### config.mk
export PLATFORM = sky130hd
export DESIGN_NAME = seq_restoring_divider
export DESIGN_NICKNAME = d
export VERILOG_FILES = /design/src/rtl/div_pkg.sv /design/src/rtl/div_sub_step.sv /design/src/rtl/seq_restoring_divider.sv
export SDC_FILE = /design/constraint.sdc
export NUM_CORES = 1
export LEC_CHECK = 0
export BUFFER_PORTS_ARGS = -buffer_cell sky130_fd_sc_hd__buf_2
export CAP_MARGIN = 30
export CORE_MARGIN = 2
export CORE_UTILIZATION = 55
export DETAILED_ROUTE_END_ITERATION = 10
export PLACE_DENSITY = 0.78
export SKIP_LAST_GASP = 1
export SLEW_MARGIN = 15
export SYNTH_ARGS = -nofsm -noshare
export SYNTH_HDL_FRONTEND = slang
export SYNTH_HIERARCHICAL = 1
export SYNTH_SLANG_ARGS = --single-unit
### constraint.sdc
create_clock -name clk -period 28.8 [get_ports clk]
set_input_delay 5.76 -clock clk [delete_from_list [all_inputs] [get_ports clk]]
set_output_delay 5.76 -clock clk [all_outputs]
set_load 0.005 [all_outputs]
### src/rtl/div_pkg.sv
// Shared types and helpers for the sequential restoring divider.
package div_pkg;

  localparam int DIV_WIDTH_DEFAULT = 32;

  // Helpers work on a fixed wide vector; callers size-cast in and out.
  localparam int DIV_MAX_W = 64;

  typedef enum logic [1:0] {
    IDLE = 2'd0,
    RUN  = 2'd1,
    FIX  = 2'd2,
    DONE = 2'd3
  } div_state_t;

  // Two's-complement negation; the caller truncates to its own width,
  // which makes the result modulo 2^WIDTH.
  function automatic logic [DIV_MAX_W-1:0] neg_val(input logic [DIV_MAX_W-1:0] v);
    return ~v + DIV_MAX_W'(1);
  endfunction

  // Magnitude of a value whose sign has already been decided by the caller.
  function automatic logic [DIV_MAX_W-1:0] abs_val(input logic [DIV_MAX_W-1:0] v,
                                                   input logic              is_neg);
    return is_neg ? neg_val(v) : v;
  endfunction

endpackage

### src/rtl/div_sub_step.sv
// One restoring-division step: trial subtract of the divisor from the
// shifted partial remainder, keeping the difference only if it did not borrow.
module div_sub_step
  import div_pkg::*;
#(
  parameter int WIDTH = DIV_WIDTH_DEFAULT
) (
  input  logic [WIDTH:0]   rem_shift_i,
  input  logic             shift_out_i,
  input  logic [WIDTH-1:0] divisor_i,
  output logic [WIDTH:0]   rem_next_o,
  output logic             q_bit_o
);

  logic [WIDTH:0]   b_inv;
  logic [WIDTH:0]   diff;
  logic [WIDTH+1:0] carry;

  // Subtraction as A + ~B + 1 on the ripple-carry chain.
  assign b_inv    = ~{1'b0, divisor_i};
  assign carry[0] = 1'b1;

  for (genvar i = 0; i <= WIDTH; i++) begin : g_rca
    assign diff[i]      = rem_shift_i[i] ^ b_inv[i] ^ carry[i];
    assign carry[i+1]   = (rem_shift_i[i] & b_inv[i]) |
                          (carry[i] & (rem_shift_i[i] ^ b_inv[i]));
  end

  // Carry out means no borrow. A bit shifted out above the window means the
  // true shifted value already exceeds any divisor, so the subtract succeeds.
  assign q_bit_o    = carry[WIDTH+1] | shift_out_i;
  assign rem_next_o = q_bit_o ? diff : rem_shift_i;

endmodule

### src/rtl/seq_restoring_divider.sv
// Iterative radix-2 restoring divider, one quotient bit per cycle.
//
// state | meaning
// IDLE  | ready for a request; zero divisor short-cuts straight to DONE
// RUN   | WIDTH shift/subtract iterations on operand magnitudes
// FIX   | apply result signs, load output registers
// DONE  | response valid, held until rsp_ready
module seq_restoring_divider
  import div_pkg::*;
#(
  parameter int WIDTH = DIV_WIDTH_DEFAULT
) (
  input  logic             clk,
  input  logic             rst_n,
  input  logic             req_valid,
  output logic             req_ready,
  input  logic [WIDTH-1:0] dividend,
  input  logic [WIDTH-1:0] divisor,
  input  logic             signed_op,
  output logic             rsp_valid,
  input  logic             rsp_ready,
  output logic [WIDTH-1:0] quotient,
  output logic [WIDTH-1:0] remainder,
  output logic             div_by_zero
);

  localparam int CNT_W = $clog2(WIDTH) + 1;

  div_state_t       state_q, state_d;
  logic [CNT_W-1:0] cnt_q,   cnt_d;
  logic [WIDTH:0]   p_q,     p_d;
  logic [WIDTH-1:0] q_q,     q_d;
  logic [WIDTH-1:0] d_q,     d_d;
  logic             qneg_q,  qneg_d;
  logic             rneg_q,  rneg_d;
  logic [WIDTH-1:0] quot_q,  quot_d;
  logic [WIDTH-1:0] rem_q,   rem_d;
  logic             dbz_q,   dbz_d;

  logic             dvd_neg, dvs_neg;
  logic [WIDTH-1:0] dvd_mag, dvs_mag;
  logic [WIDTH:0]   step_rem;
  logic             step_bit;

  assign dvd_neg = signed_op & dividend[WIDTH-1];
  assign dvs_neg = signed_op & divisor[WIDTH-1];
  assign dvd_mag = WIDTH'(abs_val(DIV_MAX_W'(dividend), dvd_neg));
  assign dvs_mag = WIDTH'(abs_val(DIV_MAX_W'(divisor),  dvs_neg));

  // The dividend magnitude lives in Q and shifts into P one bit per cycle.
  div_sub_step #(
    .WIDTH (WIDTH)
  ) u_step (
    .rem_shift_i (({p_q[WIDTH-1:0], q_q[WIDTH-1]})),
    .shift_out_i (p_q[WIDTH]),
    .divisor_i   (d_q),
    .rem_next_o  (step_rem),
    .q_bit_o     (step_bit)
  );

  // Next-state and datapath selection.
  always_comb begin
    state_d = state_q;
    cnt_d   = cnt_q;
    p_d     = p_q;
    q_d     = q_q;
    d_d     = d_q;
    qneg_d  = qneg_q;
    rneg_d  = rneg_q;
    quot_d  = quot_q;
    rem_d   = rem_q;
    dbz_d   = dbz_q;

    case (state_q)
      IDLE: begin
        if (req_valid) begin
          if (divisor == '0) begin
            quot_d  = '0;
            rem_d   = dividend;
            dbz_d   = 1'b1;
            state_d = DONE;
          end else begin
            q_d     = dvd_mag;
            d_d     = dvs_mag;
            p_d     = '0;
            qneg_d  = dvd_neg ^ dvs_neg;
            rneg_d  = dvd_neg;
            cnt_d   = CNT_W'(WIDTH);
            dbz_d   = 1'b0;
            state_d = RUN;
          end
        end
      end
      RUN: begin
        p_d   = step_rem;
        q_d   = {q_q[WIDTH-2:0], step_bit};
        cnt_d = cnt_q - CNT_W'(1);
        if (cnt_q == CNT_W'(1)) begin
          state_d = FIX;
        end
      end
      FIX: begin
        quot_d  = qneg_q ? WIDTH'(neg_val(DIV_MAX_W'(q_q))) : q_q;
        rem_d   = rneg_q ? WIDTH'(neg_val(DIV_MAX_W'(p_q[WIDTH-1:0]))) : p_q[WIDTH-1:0];
        state_d = DONE;
      end
      DONE: begin
        if (rsp_ready) begin
          state_d = IDLE;
        end
      end
      default: begin
        state_d = IDLE;
      end
    endcase
  end

  // State registers with synchronous active-low reset.
  always_ff @(posedge clk) begin
    if (!rst_n) begin
      state_q <= IDLE;
      cnt_q   <= '0;
      p_q     <= '0;
      q_q     <= '0;
      d_q     <= '0;
      qneg_q  <= 1'b0;
      rneg_q  <= 1'b0;
      quot_q  <= '0;
      rem_q   <= '0;
      dbz_q   <= 1'b0;
    end else begin
      state_q <= state_d;
      cnt_q   <= cnt_d;
      p_q     <= p_d;
      q_q     <= q_d;
      d_q     <= d_d;
      qneg_q  <= qneg_d;
      rneg_q  <= rneg_d;
      quot_q  <= quot_d;
      rem_q   <= rem_d;
      dbz_q   <= dbz_d;
    end
  end

  assign req_ready   = (state_q == IDLE);
  assign rsp_valid   = (state_q == DONE);
  assign quotient    = quot_q;
  assign remainder   = rem_q;
  assign div_by_zero = dbz_q;

endmodule
# Yosys cells after proc, flatten, opt, wreduce, memory -nomap -nowiden
# Index checks and enable logic that the tools add are counted.
# totals
n_memories,0
reg_bits,172
word_cells,233
latchBits,0
inputBits,69
ramBits,0
mem_bits_ro,0
# classes
eq_ne,9
n_reduce_logical,9
addsub,5
bitwise,174
order_cmp,0
mux,26
div,0
mul,0
n_shift,0
# ops
operator,n
32-bit 2-to-1 mux,10
32-bit case mux with 2 select lines,3
"32-bit by 1-bit adder with 32-bit output, second input constant",4
32-bit NOT,4
33-bit 2-to-1 mux,3
1-bit AND,67
33-bit case mux with 2 select lines,1
1-bit XOR,66
1-bit bitwise OR,34
32-bit NOT with 33-bit output,1
32-bit zero test,1
6-bit 2-to-1 mux,2
6-bit case mux with 2 select lines,1
3-bit AND reduction,4
2-bit 2-to-1 mux,4
2-bit case mux with 4 select lines,1
"6-bit by 1-bit equality test with 1-bit output, second input constant",1
"2-bit != test, second input constant",3
"6-bit by 1-bit subtractor with 6-bit output, second input constant",1
"2-bit equality test, second input constant",2
"2-bit by 1-bit != test with 1-bit output, second input constant",2
2-bit nonzero test,2
"2-bit by 1-bit equality test with 1-bit output, second input constant",1
2-bit zero test,1
3 further kinds,4

# Logic depth before layout (Yosys ltp)
# Gate-level depths: netlist of run 1.
# logic_depth
depth_word,70
ltp_mapped,42
depth_no_buf,41

# By module
# Netlist of run 1, hierarchy kept.
# modules_own_cells
mod,cells_each,area_each_um2,instances
seq_restoring_divider,1217,9552.9,1
div_sub_step,106,1169.9,1

# Worst setup path after synthesis of run 1
# No wires, ideal clock.
# synth_path
path_type,reg2reg
start,register q_q[31]
end,register p_q[31]
setup_time_ps,72
path_stages_with_launch,43
slack_ps,15612
t_required_ps,28728
arrival_time_ps,13116
path_cell_list,dfxtp_1 -> inv_1 -> ha_1 -> fa_1 -> fa_1 -> fa_1 -> fa_1 -> fa_1 -> fa_1 -> fa_1 -> fa_1 -> fa_1 -> fa_1 -> fa_1 -> fa_1 -> fa_1 -> fa_1 -> fa_1 -> (+7 left out) -> fa_1 -> fa_1 -> fa_1 -> fa_1 -> fa_1 -> fa_1 -> fa_1 -> inv_1 -> fa_1 -> inv_1 -> fa_1 -> ha_1 -> nor2b_4 -> buf_6 -> inv_4 -> mux2i_1 -> nand3_1 -> a21oi_1
# synth_between
elab_chain_len,69
# synth_lines
item,line,source
"start, declared",seq_restoring_divider.sv:32,"logic [WIDTH-1:0] q_q, q_d;"
"start signal, assigned",seq_restoring_divider.sv:135,q_q <= q_d;
1-bit AND or 1-bit XOR (tied branches),"div_sub_step.sv:25, div_sub_step.sv:26",
1-bit bitwise OR *,div_sub_step.sv:25,assign carry[i+1] = (rem_shift_i[i] & b_inv[i]) |
1-bit AND *,div_sub_step.sv:26,(carry[i] & (rem_shift_i[i] ^ b_inv[i]));
1-bit bitwise OR *,div_sub_step.sv:25,
1-bit AND *,div_sub_step.sv:26,
1-bit bitwise OR *,div_sub_step.sv:25,
1-bit AND *,div_sub_step.sv:26,
1-bit bitwise OR *,div_sub_step.sv:25,
(+55 left out),--,
1-bit bitwise OR *,div_sub_step.sv:25,
1-bit AND *,div_sub_step.sv:26,
1-bit bitwise OR *,div_sub_step.sv:25,
1-bit bitwise OR *,div_sub_step.sv:31,assign q_bit_o = carry[WIDTH+1] | shift_out_i;
net step_bit,seq_restoring_divider.sv:43,logic step_bit;
33-bit 2-to-1 mux *,div_sub_step.sv:32,assign rem_next_o = q_bit_o ? diff : rem_shift_i;
net step_rem[31],seq_restoring_divider.sv:42,logic [WIDTH:0] step_rem;
33-bit case mux with 2 select lines *,seq_restoring_divider.sv:74,case (state_q)
"end signal, assigned",seq_restoring_divider.sv:134,p_q <= p_d;
"end, declared",seq_restoring_divider.sv:31,"logic [WIDTH:0] p_q, p_d;"
# The timed path passes the listed nets; every way through them passes the cells marked *.
# A chain may end at the register's enable or synchronous reset.

# Final worst setup path of run 1
# layout_path
start,register q_q[31]
end,register p_q[4]
# Same word-level chain as after synthesis.

==> flow_metrics.tcl, run 1 <==
set metrics [dict create \
    ant_nets 0 \
    status "finished clean" \
    fin_area_um2 12100 \
    dieArea_um2 20630 \
    via_per_inst 6.033 \
    grt_pass1_vias 9326 \
    slew_headroom_pct 31.10 \
    h-tree-depth 4 \
    synth.lib_cells_used.distinct 68 \
    antenna_cells 0 \
    synth_seq_cells 172 \
    startpoint_type "register" \
    dr.pass1.iters 5 \
    rsz0062_at_grt "no" \
    powerDensity_nw_per_um2 74.93 \
    num_io_pins 136 \
    drv_slew 0 \
    clkSinkCount 172 \
    finalSetupViolations 0 \
    clk_path_buf_depth 2 \
    period_needed_ns 14.10 \
    ir_drop_mv 0.05501 \
    area_growth_pct 12.80 \
    cp-end-kind "register" \
    grt_pass1_wl_um 48000 \
    synth-async-reset-ratio_pct 0 \
    syn_area_um2 10720 \
    r2r_cells 41 \
    wl_per_cell_um 17.87 \
    path_max_fanout 26 \
    synth-edff-count 0 \
    worstPathRequired_ns 29.16 \
    leakage_nw 4.703 \
    path_clk_slew_ns 0.07 \
    route.detailed.drc 0 \
    fin_skew_ns 0.007950 \
    grt_usage_pct 29.31 \
    io_buffers 135 \
    initial_utilization_pct 55.64 \
    hold_class "register to register" \
    finalWirelength_um 29960 \
    initialDrtViolationCount 956 \
    insertion_delay_ns 0.44 \
    synth_cells 1323 \
    critPathArrivalTime_ns 14.46 \
    tns_ns 0 \
    nets 1511 \
    place.gp.congestion 0.9240 \
    root_buffer "clkbuf_16" \
    grt_max_degree 78 \
    num_rows 51 \
    cts_buffers 17 \
    core_area_um2 19270 \
    cpMostUsedCell "fa_1" \
    cpPeakStageDelay_ns 0.42 \
    finalCritPeriodShare_pct 48.96 \
    grt_overflow 0 \
    layout-drive-gt1-share_pct 14.87 \
    dpl-instance-area_um2 11460 \
    syn-num-nets 1435 \
    ys_seq_area_share_pct 32.11 \
    ctsHoldBuffers 0 \
    post-cts-setup-buffers 0 \
    die_y_um 143.6 \
    vias 10118 \
    dieWidth_um 143.6 \
    slowest_stage "fa_1" \
    hold_violations 0 \
    tightest_slew_ns 1.031 \
    yosysWarnings 6 \
    drv_cap 0 \
    synth_ff_type "dfxtp_1" \
    avgSynthCellArea_um2 8.105 \
    clock.fmax_ghz 0.07092 \
    dp_hpwl_um 21630 \
    whs_path_depth 2 \
    antenna_found_initial 0 \
    post_cts_resized 0 \
    cts_tree "built" \
    critPathKind "register to register" \
]
[routing by layer]
metal | vias to the layer above | wire [um] | track usage, %
met1 | 4738 | 13460 | 41.33
met3 | 58 | 2364 | 4.965
met4 | 0 | 792 | 9.288
met2 | 463 | 13350 | 45.91
met5 | - | 0 | 0
li1 | 4859 | - | -
[final timing paths]
kind / start / endpoint / slack [ns]
setup / recovery: q_q[31] / p_q[4] / 14.70
hold / removal: remainder[7] / remainder[7] / 0.45
setup reg to reg: q_q[31] / p_q[4] / 14.70
hold reg to reg: remainder[7] / remainder[7] / 0.45
[critical path: cells and delay by family (launching register included)]
family	cells	cell delay [ns]
compound gates	1	0.21
fa+ha+maj	33	12.43
buf+inv	4	0.42
flops	1	0.38
mux	1	0.20
simple gates	2	0.38
[per-stage QoR]
stage	utilization (%)	cells	hold WS (ns)	power, mW	worst slack [ns]
after global placement	59.30	1640	0.4370	0.6547	15.11
after CTS	62.54	1675	0.4492	0.8976	14.76
final	62.76	1677	0.4475	0.9063	14.70
after floorplan	-	1323	0.4400	0.5706	15.61
after detailed placement	59.49	1643	0.4400	0.6665	14.87
after global routing	62.76	1677	0.4709	0.9601	14.16
[cells by family after synthesis]
kind of cell / after synthesis / synth area share [%]
xor gates and xnor gates: 117 / 9.557
muxes: 50 / 4.679
DFF: 172 / 32.11
adders and majority gates: 43 / 7.188
and+or+nand+nor: 427 / 19.14
buffers and inverters: 148 / 5.834
AOI/OAI and AO/OA: 366 / 21.49
[report_power, final]
group / switching [mW] / internal (mW)
Sequential: 0.0433 / 0.277
Combinational: 0.226 / 0.127
Clock: 0.104 / 0.129
Total: 0.374 / 0.533
[Yosys cell counts (31+ instances only)]
cell	count	area, um^2
xnor2_1	65	569.3
dfxtp_1	172	3443
mux2i_1	49	490.5
nor2_1	86	322.8
o31ai_1	31	232.7
nand3_1	65	325.3
nand2_1	161	604.3
xor2_1	52	455.4
fa_1	31	620.6
a21oi_1	114	570.6
clkbuf_1	73	274.0
o21ai_0	78	390.4
inv_1	51	191.4
[cell usage in the layout, fill, tap and decap left out, types with 5 or more instances in the layout]
master and n:
nand2_1 161, fa_1 31, inv_1 51, and2_1 5
buf_4 11, a211o_1 7, nor2_1 85, clkbuf_16 17
a31oi_1 10, o21ai_0 77, o211ai_1 28, or3_1 13
a22oi_1 19, clkinv_4 5, a21oi_1 114, o31ai_1 31
dfxtp_1 172, nand2b_1 10, nor3_1 16, ha_1 10
nand4_1 10, nand4b_1 8, or2_2 7, o22ai_1 15
nor4_1 14, a211oi_1 14, buf_2 136, nand3_1 65
mux2i_1 49, xnor2_1 65, xor2_1 52, or4_1 10
o41ai_1 25
[state kept, by name (all words and copies together) (netlist names)]
signal / count
p_q: 33
quotient: 32
remainder: 32
state_q: 2
q_q: 32
d_q: 32
div_by_zero: 1
rneg_q: 1
cnt_q: 6
qneg_q: 1
[layout make-up]
class | instances | area (um^2)
clock buffers | 17 | 425.4
repair buffers | 151 | 837.1
fillers | 1710 | 7176
well taps | 265 | 331.6
multi-input cells | 1003 | 6689
flip-flops and latches | 172 | 3443
clock inverters | 15 | 163.9
inverters | 54 | 205.2
(Power assumes the default switching activity.)
==> run 2: changes to the inputs <==
==> constraint.sdc (replaced) <==
create_clock -name clk -period 14.39 [get_ports clk]
set_input_delay 2.878 -clock clk [delete_from_list [all_inputs] [get_ports clk]]
set_output_delay 2.878 -clock clk [all_outputs]
set_load 0.005 [all_outputs]
==> flow_metrics.tcl, run 2 (synthesis gave the netlist of run 1 again) <==
set metrics [dict create \
    cp-end-kind "register" \
    num_io_pins 136 \
    crit_buf_inv 4 \
    hold_start "remainder[8]" \
    dieWidth_um 143.6 \
    mostFrequentLayoutCell "dfxtp_1" \
    critPathKind "register to register" \
    cts_tree "built" \
    dp_hpwl_um 21740 \
    finalCritPeriodShare_pct 96.65 \
    hold_slack_ns 0.4508 \
    drv_cap 0 \
    layout-drive-gt1-share_pct 15.41 \
    finalWirelength_um 30620 \
    largest_reg_flops 33 \
    ctsHoldBuffers 0 \
    startpoint_type "register" \
    initialDrtViolationCount 1020 \
    hold_class "register to register" \
    slowest_stage "fa_1" \
    wl_per_cell_um 18.22 \
    dpl-instance-area_um2 11460 \
    grt_pass1_vias 9109 \
    path_max_fanout 17 \
    fin_skew_ns 0.01086 \
    cpMostUsedCell "fa_1" \
    drv_slew 0 \
    num_rows 51 \
    period_needed_ns 13.91 \
    antenna_cells 0 \
    clk_path_buf_depth 2 \
    powerDensity_nw_per_um2 150.3 \
    grt_overflow 0 \
    status "finished clean" \
    mostFrequentLayoutCells "dfxtp_1 (171), nand2_1 (161), buf_2 (136), a21oi_1 (112), nor2_1 (85)" \
    leakage_nw 4.731 \
    dr.pass1.iters 6 \
    fin_ws_ns 0.4818 \
    area_growth_pct 13.47 \
    ant_nets 0 \
    via_per_inst 6.098 \
    io_buffers 135 \
    vias 10244 \
    fill_cells 1664 \
    route.detailed.drc 0 \
    reg2reg_from "q_q[31]" \
    critPathArrivalTime_ns 14.29 \
    tightest_slew_ns 0.8411 \
    cts_buffers 17 \
    path_clk_slew_ns 0.07 \
    crit_path_start "q_q[31]" \
    final_core_utilization_pct 63.13 \
    nets 1514 \
    insertion_delay_ns 0.45 \
    clkSinkCount 172 \
    dieArea_um2 20630 \
    worstPathRequired_ns 14.77 \
    die_y_um 143.6 \
    ff2ff_setup_slack_ns 0.48 \
    dp_slack_ns 0.4937 \
    critPathTopFamily "adder cells" \
    regMostFlops "p_q" \
    ir_drop_mv 0.1141 \
    slew_headroom_pct 43.85 \
    antenna_found_initial 0 \
    cpPeakStageDelay_ns 0.42 \
    finalSetupViolations 0 \
    place.gp.congestion 0.9249 \
    initial_utilization_pct 55.64 \
    hold_violations 0 \
    grt_pass1_wl_um 47850 \
    fin_area_um2 12170 \
    root_buffer "clkbuf_16" \
    clock.fmax_ghz 0.07190 \
    h-tree-depth 4 \
    grt_max_degree 79 \
    core_area_um2 19270 \
    grt_usage_pct 29.37 \
]
==> run 2: changes by cell type in the layout (fill, tap and decap cells not counted), sizes merged <==
cell      before  now
buf          150  152
bufinv         2    1
clkbuf        17   18
clkinv         9    5
clkinvlp       1    0
inv           57   63
==> run 2: what timing repair did <==
action | in CTS | in global routing
resized for setup | 0 | 7
endpoints found under the setup margin | 0 | 12
endpoints found under the hold margin | 0 | 0
buffers inserted | 0 | 1
==> run 2: worst register-to-register path: cells and delay by family (launching register included) <==
kind / cells / cell delay, ns
fa+ha+maj: 33 / 12.35
buf+inv: 4 / 0.39
flops: 1 / 0.34
simple gates: 2 / 0.34
mux: 1 / 0.25
compound gates: 1 / 0.16
==> run 2: path summary, 6_finish.rpt <==
path,end,cells after the start
worst max-delay path,p_q[14],41
worst min-delay path,remainder[8],2
worst max register to register,p_q[14],41
worst min register to register,remainder[8],2
==> run 2: per-stage QoR <==
stage / total power [mW] / cells / TNS [ns]
final: 1.829 / 1680 / 0
after detailed placement: 1.334 / 1643 / 0
after global placement: 1.310 / 1640 / 0
after CTS: 1.810 / 1675 / 0
after floorplan: 1.142 / 1323 / 0
after global routing: 1.936 / 1680 / -0.01617
==> run 2: metal layers <==
layer  wire length [um]  GRT usage, %
met4                816         10.11
met3               2730         4.565
met5                  0             0
met1              13190         41.63
met2              13880         45.66
==> run 2: final cells by class <==
| cell class | instances | area [um^2] | share of cell area, % |
|---|---|---|---|
| Multi-Input combinational cell | 1003 | 6705 | 55.11 |
| Clock inverter | 14 | 161.4 | 1.327 |
| Clock buffer | 18 | 439.2 | 3.610 |
| Timing Repair inverter | 1 | 5.005 | 0.04114 |
| Timing Repair Buffer | 153 | 872.1 | 7.168 |
| Sequential cell | 172 | 3445 | 28.31 |
| Inverter | 54 | 207.7 | 1.707 |
| Tap cell | 265 | 331.6 | 2.725 |
==> run 2: report_power, final <==
part,switching (mW),internal [mW]
clock,0.223,0.253
sequential,0.0869,0.554
combinational,0.456,0.255
total,0.766,1.06
==> run 3: changes to the inputs <==
--- a/config.mk
+++ b/config.mk
@@ -5,7 +5,7 @@
 export SDC_FILE = /design/constraint.sdc
 export NUM_CORES = 1
 export LEC_CHECK = 0
-export BUFFER_PORTS_ARGS = -buffer_cell sky130_fd_sc_hd__buf_2
+export BUFFER_PORTS_ARGS = -buffer_cell sky130_fd_sc_hd__buf_4
 export CAP_MARGIN = 30
 export CORE_MARGIN = 2
 export CORE_UTILIZATION = 55
==> flow_metrics.tcl, run 3 (synthesis gave the netlist of run 1 again) <==
set metrics [dict create \
    grt_pass1_vias 9300 \
    drv_slew 0 \
    via_per_inst 6.035 \
    initialDrtViolationCount 951 \
    cts_tree "built" \
    die_y_um 143.6 \
    route.detailed.drc 0 \
    dieWidth_um 143.6 \
    powerDensity_nw_per_um2 148.8 \
    dr.pass1.iters 5 \
    core_area_um2 19270 \
    mostFrequentLayoutCell "dfxtp_1" \
    reg2reg_from "q_q[31]" \
    finalSetupViolations 0 \
    insertion_delay_ns 0.43 \
    rsz0062_at_grt "no" \
    io_buffers 135 \
    antenna_cells 0 \
    vias 10127 \
    period_needed_ns 13.93 \
    grt_pass1_wl_um 48420 \
    cpPeakStageDelay_ns 0.42 \
    ant_nets 0 \
    status "finished clean" \
    wl_per_cell_um 18.11 \
    nets 1512 \
    layout-drive-gt1-share_pct 15.07 \
    slew_headroom_pct 43.95 \
    path_clk_slew_ns 0.07 \
    clock.fmax_ghz 0.07180 \
    dieArea_um2 20630 \
    area_growth_pct 16.88 \
    num_io_pins 136 \
    finalWirelength_um 30390 \
    critPathArrivalTime_ns 14.28 \
    place_inst 1642 \
    grt_max_degree 91 \
    stdcell_count 1678 \
    hold_class "register to register" \
    whs_path_depth 2 \
    worstPathRequired_ns 14.75 \
    initial_utilization_pct 55.64 \
    fin_skew_ns 0.01714 \
    grt_overflow 0 \
    hold_start "remainder[4]" \
    leakage_nw 4.794 \
    slowest_stage "fa_1" \
    mostFrequentLayoutCells "dfxtp_1 (171), nand2_1 (161), buf_4 (145), a21oi_1 (113), nor2_1 (85)" \
    critPathKind "register to register" \
    post-cts-setup-buffers 0 \
    r2r_cells 41 \
    dp_hpwl_um 21730 \
    cts_buffers 17 \
    clk_path_buf_depth 2 \
    startpoint_type "register" \
    dpl-instance-area_um2 11790 \
    path_max_fanout 11 \
    drv_cap 0 \
    cp-end-kind "register" \
    root_buffer "clkbuf_16" \
    finalCritPeriodShare_pct 96.79 \
    regMostFlops "p_q" \
    tightest_slew_ns 0.8407 \
    antenna_found_initial 0 \
    fill_cells 1664 \
    hold_violations 0 \
    ir_drop_mv 0.1060 \
    cpMostUsedCell "fa_1" \
    place.gp.congestion 0.9250 \
    num_rows 51 \
    largest_reg_flops 33 \
    tns_ns 0 \
    crit_path_start "q_q[31]" \
    fin_area_um2 12530 \
    h-tree-depth 4 \
    finalPower_mw 1.865 \
    clkSinkCount 172 \
    grt_usage_pct 29.52 \
]
-- run 3: changes by cell type in the layout (fill, tap and decap cells not counted), sizes merged --
cell      before  now
buf          152  151
bufinv         1    4
clkbuf        18   17
clkinvlp       0    2
inv           63   58
-- run 3: area by class of cell --
class | count | area, um^2 | area share [%]
Clock inverter | 15 | 209.0 | 1.667
Inverter | 54 | 207.7 | 1.657
Multi-Input combinational cell | 1003 | 6693 | 53.40
Timing Repair Buffer | 152 | 1222 | 9.753
Clock buffer | 17 | 425.4 | 3.394
Tap cell | 265 | 331.6 | 2.645
Sequential cell | 172 | 3445 | 27.48
-- run 3: final timing paths --
| kind | to | slack (ns) |
|---|---|---|
| max | p_q[13] | 0.46 |
| min reg2reg | remainder[4] | 0.45 |
| max reg2reg | p_q[13] | 0.46 |
| min | remainder[4] | 0.45 |
-- run 3: timing repair --
| item | CTS | global route |
|---|---|---|
| hold buffers | 0 | 0 |
| setup endpoints to repair | 0 | 2 |
| gates resized for setup | 0 | 3 |
-- run 3: routing by layer --
layer  up-vias  GRT usage [%]  routed length (um)  share of wire, %
li1       4858              -                   -                 -
met1      4768          42.45               13680                45
met2       445          45.66               13510                44
met3        56          4.199                2382               7.8
met4         0          9.701                 822               2.7
met5         -              0                   0                 0
-- run 3: worst max-delay path: cells and delay by family (launching register included) --
| kind | cells | cell delay, ns |
|---|---|---|
| adder cells (fa/ha/maj) | 33 | 12.40 |
| flip-flops | 1 | 0.36 |
| AND/OR/NAND/NOR | 2 | 0.34 |
| buffers and inverters | 4 | 0.32 |
| multiplexers | 1 | 0.23 |
| AO/OA/AOI/OAI | 1 | 0.20 |
-- run 3: through the flow --
| stage | setup WS, ns | hold WS, ns | utilization (%) |
|---|---|---|---|
| 4_1_cts | 0.3465 | 0.4537 | 64.49 |
| 6_report | 0.4624 | 0.4501 | 65.04 |
| 2_1_floorplan | 1.202 | 0.4400 | - |
| 3_5_place_dp | 0.4761 | 0.4444 | 61.20 |
| 3_3_place_gp | 0.6956 | 0.4411 | 61.01 |
| 5_1_grt | 0.04094 | 0.4815 | 65.04 |
-- run 3: power breakdown --
group / switching, mW / internal (mW) / total [mW]
Sequential: 0.0884 / 0.554 / 0.643
Combinational: 0.454 / 0.269 / 0.724
Clock: 0.205 / 0.294 / 0.499
